<file path="config.mk">
export PLATFORM = sky130hd
export DESIGN_NAME = sqrt_iter_core
export DESIGN_NICKNAME = d
export VERILOG_FILES = /design/src/rtl/sqrt_iter_core.sv
export SDC_FILE = /design/constraint.sdc
export NUM_CORES = 1
export LEC_CHECK = 0
export CAP_MARGIN = 20
export CORE_ASPECT_RATIO = 2
export CORE_MARGIN = 5
export CORE_UTILIZATION = 59
export CTS_BUF_LIST = sky130_fd_sc_hd__clkbuf_2
export CTS_CLUSTER_DIAMETER = 120
export DETAILED_ROUTE_END_ITERATION = 7
export DONT_BUFFER_PORTS = 1
export PLACE_DENSITY = 0.76
export SETUP_SLACK_MARGIN = 0.2
export SYNTH_ARGS = -nofsm -noshare
export SYNTH_HDL_FRONTEND = slang
export SYNTH_SLANG_ARGS = --single-unit
</file>
<file path="constraint.sdc">
create_clock -name i_clk -period 2.4 [get_ports i_clk]
set_input_delay 0.48 -clock i_clk [delete_from_list [all_inputs] [get_ports i_clk]]
set_output_delay 0.48 -clock i_clk [all_outputs]
set_load 0.01 [all_outputs]
</file>
<file path="src/rtl/sqrt_iter_core.sv">
// Iterative restoring integer square root, one root bit per clock, with
// valid/ready handshakes on operand and result plus a hex glyph of the last root.
//
// state | meaning
// IDLE  | waiting for an operand, in_ready high
// CALC  | producing one root bit per edge, counter counts down to zero
// DONE  | result presented, held until out_ready
module sqrt_iter_core #(
    parameter int WIDTH = 7,
    localparam int RW = (WIDTH + 1) / 2
) (
    input  logic              i_clk,
    input  logic              i_reset,
    input  logic              i_in_valid,
    output logic              o_in_ready,
    input  logic [WIDTH-1:0]  i_in_data,
    output logic              o_out_valid,
    input  logic              i_out_ready,
    output logic [RW-1:0]     o_out_root,
    output logic [RW:0]       o_out_rem,
    output logic [6:0]        o_seg,
    output logic              o_seg_dp
);

    localparam int OPW = 2 * RW;
    localparam int CW  = (RW > 1) ? $clog2(RW) : 1;

    localparam logic [1:0] IDLE = 2'd0;
    localparam logic [1:0] CALC = 2'd1;
    localparam logic [1:0] DONE = 2'd2;

    logic [1:0]     r_state;
    logic [OPW-1:0] r_op;
    logic [RW-1:0]  r_root;
    logic [RW+1:0]  r_rem;
    logic [CW-1:0]  r_cnt;
    logic [RW-1:0]  r_out_root;
    logic [RW:0]    r_out_rem;
    logic [6:0]     r_seg;

    logic [RW+1:0]  w_rem_sh;
    logic [RW+1:0]  w_trial;
    logic           w_ge;
    logic [RW+1:0]  w_rem_nx;
    logic [RW-1:0]  w_root_nx;

    function automatic logic [6:0] f_glyph(input logic [3:0] v);
        logic [6:0] g;
        case (v)
            4'h0: g = 7'h3F;  4'h1: g = 7'h06;  4'h2: g = 7'h5B;  4'h3: g = 7'h4F;
            4'h4: g = 7'h66;  4'h5: g = 7'h6D;  4'h6: g = 7'h7D;  4'h7: g = 7'h07;
            4'h8: g = 7'h7F;  4'h9: g = 7'h6F;  4'hA: g = 7'h77;  4'hB: g = 7'h7C;
            4'hC: g = 7'h39;  4'hD: g = 7'h5E;  4'hE: g = 7'h79;  default: g = 7'h71;
        endcase
        return g;
    endfunction

    // Remainder only needs RW bits between steps; the top two give the compare headroom.
    always_comb begin
        w_rem_sh  = (r_rem << 2) | {{RW{1'b0}}, r_op[OPW-1 -: 2]};
        w_trial   = {r_root, 2'b01};
        w_ge      = (w_rem_sh >= w_trial);
        w_rem_nx  = w_ge ? (w_rem_sh - w_trial) : w_rem_sh;
        w_root_nx = {r_root[RW-2:0], w_ge};
    end

    always_ff @(posedge i_clk) begin
        if (i_reset) begin
            r_state    <= IDLE;
            r_op       <= '0;
            r_root     <= '0;
            r_rem      <= '0;
            r_cnt      <= '0;
            r_out_root <= '0;
            r_out_rem  <= '0;
            r_seg      <= 7'h3F;
        end else begin
            case (r_state)
                IDLE: begin
                    if (i_in_valid) begin
                        r_op    <= OPW'(i_in_data);
                        r_root  <= '0;
                        r_rem   <= '0;
                        r_cnt   <= CW'(RW - 1);
                        r_state <= CALC;
                    end
                end
                CALC: begin
                    r_op   <= r_op << 2;
                    r_root <= w_root_nx;
                    r_rem  <= w_rem_nx;
                    r_cnt  <= r_cnt - 1'b1;
                    if (r_cnt == '0) begin
                        r_out_root <= w_root_nx;
                        r_out_rem  <= w_rem_nx[RW:0];
                        r_seg      <= f_glyph(4'(w_root_nx));
                        r_state    <= DONE;
                    end
                end
                DONE: begin
                    if (i_out_ready) begin
                        r_state <= IDLE;
                    end
                end
                default: r_state <= IDLE;
            endcase
        end
    end

    assign o_in_ready  = (r_state == IDLE);
    assign o_out_valid = (r_state == DONE);
    assign o_out_root  = r_out_root;
    assign o_out_rem   = r_out_rem;
    assign o_seg       = r_seg;
    assign o_seg_dp    = (r_state == DONE);

endmodule
</file>
* Yosys cells after proc, flatten, opt, wreduce, memory -nomap -nowiden
Memories as Yosys holds them, arrays and structs flattened. A register that Yosys moved wholly into a read port is not among the register bits.
Index checks and enable logic that the tools add are counted.
Widths: inputs -> output; s select.
** Word-level totals
- Flip-flop bits (word level) :: 29
- Memory bits (read-only) :: 112
- Output and inout port bits :: 19
- Logic and storage cells :: 36
- Memories :: 1
** Cells by class
- Add/sub/neg operators :: 2
- $lt $le $gt $ge :: 1
- Equality and inequality tests :: 5
- Muxes and demuxes :: 13
- Bitwise gates (word level) :: 1
- Reduce and logical (&&, ||, !) cells :: 6
** Memory list
- (name not given) :: depth 16, width 7, rd ports 1, clocked after Yosys merged registers in 1, write ports 0, RTL line 49 : case (v)
** Operators by type and width (number)
- $pmux 4 s2 :: 2
- $pmux 8 s2 :: 1
- $mux 2 :: 4
- $mux 4 :: 2
- $mux 8 :: 1
- $ge 6x6->1 :: 1
- $or 6x2->6 :: 1
- $pmux 2 s3 :: 1
- $mux 5 :: 1
- $sub 5x5->5 :: 1
- $logic_not 2->1 :: 2
- $ne 2x2->1 const B :: 2
- $pmux 2 s2 :: 1
- $reduce_and 2->1 :: 2
- $reduce_and 3->1 :: 1
- $eq 2x1->1 const B :: 1
- $eq 2x2->1 const B :: 1
- $ne 2x1->1 const B :: 1
- $reduce_bool 2->1 :: 1
- $sub 2x1->2 const B :: 1

* Logic depth before layout (Yosys ltp)
Gate-level depths: netlist of the first run.
- Word-level depth :: 4
- Mapped depth :: 11
- Depth with buffers taken out :: 10

* Least setup slack after synthesis of the first run
No wires, ideal clock.
- Kind :: reg-to-reg
- Start point :: reg r_root[1]
- End point :: reg r_seg[3] (netlist: o_seg[3])
- Arrival :: 2.358 ns
- Data required time :: 2.341 ns
- Slack :: -0.016 ns
- Stages on the path, launching flop included :: 11
- Path buffers :: 1
- Period minus slack after synthesis :: 2.416 ns
- Cell sequence :: dfxtp_1 clkinv_1 ha_1 a211oi_2 o221ai_2 buf_6 ha_1 inv_1 mux4_2 nor2_1 a211o_1
** On the way
- Cells in the longest elaborated chain, start to end :: 1
** RTL lines
- start, declared :: RTL line 34 : logic [RW-1:0] r_root;
- start signal, assigned :: RTL line 90 : r_root <= w_root_nx;
- $ge 6x6->1 :: RTL line 62 : w_ge = (w_rem_sh >= w_trial);
- end, declared :: RTL line 39 : logic [6:0] r_seg;
Parallel ways exist; a longest one is shown, timed or not.
A chain may end at the register's enable or synchronous reset.

* Worst setup path after layout of the first run
Same ends and word-level chain as after synthesis.

==> results of run 1 <==
==> worst reg2reg max path: cells and delay by family, from the launching register on <==
family | cells | cell delay [ns]
AOI/OAI and AO/OA | 3 | 0.49
adders and majority gates | 2 | 0.48
muxes | 1 | 0.43
DFF | 1 | 0.39
buffers and inverters | 3 | 0.26
and+or+nand+nor | 1 | 0.11
==> worst max-delay path by stage <==
stage          depth (start not counted)      start        to
3_3_place_gp                           9  r_root[1]  o_seg[3]
4_1_cts                               10  r_root[1]  o_seg[3]
2_1_floorplan                          9  r_root[0]  o_seg[3]
3_5_place_dp                           9  r_root[1]  o_seg[4]
5_1_grt                                9  r_root[1]  o_seg[3]
6_report                              10  r_root[1]  o_seg[3]
==> cells in the mapped netlist, drive strengths merged <==
master    n
clkbuf    7
o21a      1
mux4      1
a211oi    8
nor2b     9
nand4     1
buf       9
o221ai    1
nand2    15
o2111ai   1
clkinv    1
o21bai    1
dfxtp    36
inv      12
a22o      2
nand2b    4
xnor2     2
a22oi     5
mux2i     4
xor2      2
nor2     44
ha       13
a221oi    1
a211o     5
a21oi    22
and2b     1
a311oi    4
nor3b     1
or2       1
a2111oi   1
o311ai    1
o21ai     6
nor3      7
==> power by group through the flow <==
stage	combinational (mW)	clock (mW)	sequential, mW
final	0.856	0.233	0.711
after CTS	0.714	0.239	0.711
after floorplan	0.557	0	0.715
after detailed placement	0.678	0	0.723
after global placement	0.646	0	0.720
after global routing	0.944	0.262	0.718
==> cell families after synthesis <==
| family | synth area share |
|---|---|
| buf+inv | 0.0718 |
| fa+ha+maj | 0.0849 |
| xor+xnor | 0.0183 |
| mux | 0.0327 |
| compound gates | 0.224 |
| simple gates | 0.192 |
| flops | 0.376 |
==> sequential cells by signal (all words and copies together) (netlist names) <==
name and count:
o_out_rem 5, o_out_root 4, o_seg 7, r_cnt 2
r_op 8, r_rem 4, r_root 4, r_state 2
==> per-layer routing <==
metal | vias to the layer above | wire length (um)
li1 | 797 | -
met1 | 790 | 1580
met2 | 48 | 2730
met3 | 13 | 214
met4 | 0 | 180
met5 | - | 0
==> layout make-up <==
cell class / instances / area (um^2)
well taps: 31 / 38.8
multi-input cells: 164 / 1200
inverters: 13 / 56.3
flip-flops and latches: 36 / 727
repair buffers: 16 / 124
clock buffers: 5 / 25.0
fillers: 249 / 983
==> per-stage QoR <==
stage               power [mW]  area (um^2)   util  setup slack, ns
CTS                       1.66         2060  0.654            0.220
global placement          1.37         2010  0.638            0.124
floorplan                 1.27         2000      -            0.194
detailed placement        1.40         2010  0.638          -0.0191
global route              1.92         2170  0.688           0.0601
finish                    1.80         2170  0.688            0.199
==> what timing repair did <==
action,4_1_cts,5_1_grt
hold buffers,0,0
setup endpoints to repair,5,6
pin swaps,3,9
buffers inserted,2,5
gates resized for setup,3,18
==> results by group, run 1 <==
Timing
  • Slew headroom: 0.616
  • Peak Freq: 454 MHz
  • Worst-Margin Slew: about 0.57 ns
  • Clock skew: about 0.024 ns
  • Final setup viols: 0
  • Final worst-path cycle share: 0.917
  • Setup TNS: 0 ns
  • Worst hold slack: about 0.15 ns
  • Fin. max-slew vios: 0
  • RSZ-0062 raised after global routing: yes
  • Hold Violations, Final: 0
  • Tmin final: about 2.2 ns

Clocking
  • Root Driver: clkbuf_2
  • Bufs on Longest Clock Path: 2
  • CTS H-Tree Depth: 2
  • CTS Sinks: 36
  • CTS tree: built
  • Clock slew at reported path FFs: between 0.15 and 0.2 ns
  • Later-pin clock latency in the skew report: roughly 0.37 ns
  • Num CTS Buffers: 5

Floorplan
  • Row count: 29
  • Core area: 0.00316 mm^2
  • Die width: approximately 50 um
  • Die span in y: between 90 and 100 um
  • Die area: around 0.0046 mm^2
  • Io pins: 30
  • Starting Density: 0.607

Critical path
  • Slowest stage delay, CP: 0.43 ns
  • R2R cell count: 10
  • R2R Path Start: r_root[1]
  • WP data arrival: 2.53 ns
  • Crit Path Category: register to register
  • R2R Setup Slk: 0.20 ns
  • Most frequent CP cell: ha_4
  • WP buf/inv: 3
  • Critical R2R Capture: o_seg[3]
  • Worst-path fanout max: 5
  • CP Data Required Time: ~2.7 ns
  • Critical-path cell list: clkinv_4 > ha_4 > a211oi_4 > o221ai_4 > buf_6 > ha_4 > inv_1 > mux4_2 > nor2_1 > a211o_1
  • Crit end category: register
  • Slowest cell on the critical path: mux4_2
  • Startpoint types: register
  • Delay-heaviest family, CP: compound AO/OA/AOI/OAI gates

Yosys
  • Unique masters post-synth: 39
  • Register area share after synthesis: 0.376
  • Synthesized area: between 0.0015 and 0.002 mm^2
  • Synth area leader: dfxtp_1
  • Synth Register Bits: 36
  • Top post-synthesis cells by area: dfxtp_1 (38%), nor2_1 (8.6%), ha_1 (8.5%), a21oi_1 (5.7%), nor2b_1 (2.9%)
  • Post-Synthesis Cells: ~230
  • Syn Area/Cell: 8.37 um^2
  • Yosys top cell area share: 0.376
  • Syn_nets: 253
  • Yosys Warn Count: 0

Hold path
  • Hold path endpoint: o_out_root[3]
  • Hold path depth: 1
  • Hold crit path type: input port to register
  • Min-delay src: i_reset

Cells and area
  • Diodes inserted: 0
  • Commonest cells after routing, fill and taps aside: nor2_1 (44), dfxtp_1 (31), a21oi_1 (22)
  • Fin cells: 265
  • P&R area growth vs syn: 13.5%
  • Layout cells sized above 1: 0.226
  • Post-layout net count: 260
  • Commonest non-fill, non-tap cell in the layout: nor2_1

Drt
  • Post-DRT Antenna Nets: 0
  • DRC Markers: 0
  • Via density: 6.22
  • Total number of vias: 1648
  • Routed wire per std cell: 17.8 um
  • Initial drt markers: 44
  • Drt first pass iters: 4
  • Routed wire length: ~4700 um

Power
  • Clock network power share: 0.129
  • VDD IR-drop max: approximately 510 uV
  • Comb pwr share: 0.476
  • Power per Cell Area: 828 mW/mm^2
  • Internal Pwr Total: around 1.1 mW
  • Register share of total power: 0.395
  • Leak pwr: ~0.8 nW
  • Net switching power: around 0.69 mW
  • Sw Share: 0.381

Placement
  • Placed cells: roughly 250
  • Detailed placement HPWL: 3290 um
  • IO buf count: 0
  • GP Congestion: ~0.92

GRT
  • GR Util met1: 0.200
  • GR Util met3: 0.0512
  • M2 GR Usage: 0.375
  • Vias in the first global route: between 1500 and 2000
  • Gr ovfl total: 0
  • Largest net degree at the start of global routing: 36
  • Total track usage: 0.205
  • Most used routing layer: met2
  • Initial antenna violation count: 0
  • First-pass GRT wire length: approximately 7400 um

Outcome
  • Status: completed

Flow run
  • Max Cap Viol: 0
Note: power is estimated with default switching activity, not from simulation.
==> run 2: changes to the inputs <==
--- a/config.mk
+++ b/config.mk
@@ -7,3 +7,3 @@
 export LEC_CHECK = 0
-export CAP_MARGIN = 20
+export CAP_MARGIN = 25
 export CORE_ASPECT_RATIO = 2
--- a/constraint.sdc
+++ b/constraint.sdc
@@ -3,2 +3,2 @@
 set_output_delay 0.48 -clock i_clk [all_outputs]
-set_load 0.01 [all_outputs]
+set_load 0.005 [all_outputs]
==> run 2 against run 1 <==
Total power down 0.13%. Sequential cell count unchanged. Via count is 3.2% lower. Maximum frequency decreased by 0.58%. Critical path depth unchanged. Routed wire length decreased by 7.4%. Largest cell class unchanged.
==> results by group, run 2 (synthesis gave the netlist of run 1 again) <==
Drt
  • Post-DRT Antenna Nets: 0
  • Total number of vias: about 1600
  • Via density: around 6.0
  • DRC Markers: 0
  • Routed wire length: 4360 um
  • Initial drt markers: 43
  • Drt first pass iters: 4
  • Routed wire per std cell: approximately 17 um

Placement
  • Post-DP Area: around 0.0020 mm^2
  • IO buf count: 0
  • Detailed placement HPWL: ~3200 um
  • GP Congestion: 0.902

Floorplan
  • Io pins: 30
  • Die span in y: between 90 and 100 um
  • Die width: a little over 50 um
  • Starting Density: 0.607
  • Row count: 29
  • Core area: 0.00316 mm^2
  • Die area: 0.00456 mm^2

Critical path
  • Crit Path Category: register to register
  • Startpoint types: register
  • R2R Path Start: r_root[1]
  • CP Data Required Time: approximately 2.7 ns
  • Worst-path fanout max: 5
  • R2R Setup Slk: 0.19 ns
  • R2R cell count: 10
  • Critical R2R Capture: o_seg[3]
  • WP data arrival: between 2 and 3 ns
  • Crit end category: register

Timing
  • Slew headroom: 0.700
  • Peak Freq: ~450 MHz
  • Worst-Margin Slew: between 0.4 and 0.5 ns
  • Clock skew: about 0.012 ns
  • Fin. max-slew vios: 0
  • Hold Violations, Final: 0
  • RSZ-0062 raised after global routing: yes
  • Setup TNS: 0 ns
  • Tmin final: around 2.2 ns
  • Final setup viols: 0
  • Final worst-path cycle share: 0.923

Cells and area
  • Commonest cells after routing, fill and taps aside: nor2_1 (43), dfxtp_1 (32), a21oi_1 (22)
  • Commonest non-fill, non-tap cell in the layout: nor2_1
  • Final instance area: roughly 0.0021 mm^2
  • P&R area growth vs syn: 10.5%
  • Layout cells sized above 1: 0.206
  • Diodes inserted: 0
  • Fill cell count: about 260
  • Largest register by flop count: r_op
  • Post-layout net count: about 260
  • Max reg flops: 8

Clocking
  • CTS Sinks: 36
  • Clock slew at reported path FFs: around 0.17 ns
  • CTS H-Tree Depth: 2
  • Bufs on Longest Clock Path: 2
  • Hold bufs inserted after CTS: 0
  • CTS tree: built
  • Root Driver: clkbuf_2
  • Num CTS Buffers: 5
  • Later-pin clock latency in the skew report: ~0.38 ns

GRT
  • First-pass GRT wire length: 7380 um
  • Largest net degree at the start of global routing: 36
  • Total track usage: 0.203
  • Vias in the first global route: approximately 1600
  • Initial antenna violation count: 0
  • Gr ovfl total: 0

Flow run
  • Max Cap Viol: 0

Hold path
  • Hold path depth: 1
  • Hold crit path type: input port to register
  • Min-delay src: i_reset
  • Hold path endpoint: o_out_rem[4]

Power
  • Leak pwr: 0.791 nW
  • Power per Cell Area: 849 mW/mm^2
  • VDD IR-drop max: about 610 uV

Outcome
  • Status: completed
[run 2: cell count changes in the layout (fill, tap and decap cells not counted), moves of 2 or more]
cell / change
inv_2: +2
buf_4: -4
clkbuf_2: +2
ha_1: +2
ha_4: -2
[run 2: layout make-up]
class / count / area [um^2] / area share
clock buffer: 7 / 35.0 / 0.0165
timing repair buffer: 12 / 103 / 0.0485
multi-input combinational: 164 / 1160 / 0.547
inverter: 13 / 53.8 / 0.0254
tap: 31 / 38.8 / 0.0183
sequential: 36 / 726 / 0.343
clock inverter: 1 / 3.75 / 0.00177
[run 2: timing repair]
action / in CTS / in global routing
setup endpoints to repair: 4 / 7
setup buffers: 3 / 1
resized for setup: 2 / 9
pin swaps: 3 / 3
[run 2: worst max-delay path: stages (launching register included)]
cell and delay (ns):
dfxtp_2 0.39, clkinv_4 0.07, ha_4 0.24, a211oi_4 0.25
o221ai_4 0.15, buf_12 0.16, ha_4 0.26, inv_2 0.02
mux4_2 0.45, nor2_2 0.09, a211o_1 0.09
[run 2: routing by layer]
metal,part of all wire,global-route usage
met3,0.050,0.0579
met4,0.032,0.113
met1,0.36,0.202
met5,0,0
met2,0.56,0.356
[run 2: metrics by stage]
| stage | power [mW] | std cells | setup slack (ns) | util | hold slack [ns] |
|---|---|---|---|---|---|
| floorplan | 1.26 | 229 | 0.194 | - | 0.429 |
| global placement | 1.35 | 252 | 0.122 | 0.635 | 0.448 |
| detailed placement | 1.39 | 252 | 0.0494 | 0.635 | 0.464 |
| CTS | 1.73 | 263 | 0.205 | 0.660 | 0.127 |
| global route | 1.92 | 264 | 0.0819 | 0.671 | 0.0962 |
| finish | 1.80 | 264 | 0.186 | 0.671 | 0.142 |
[run 2: report_power, final]
part	switching, mW	internal, mW
sequential	0.0450	0.656
combinational	0.424	0.401
clock	0.194	0.0780
total	0.663	1.13
[run 2: worst max path at each step]
stage,start,to,slack (ns)
finish,r_root[1],o_seg[3],0.19
global route,r_root[1],o_seg[3],0.08
detailed placement,r_root[1],o_seg[3],0.05
CTS,r_root[1],o_seg[3],0.21
floorplan,r_root[0],o_seg[3],0.19
global placement,r_root[1],o_seg[3],0.12
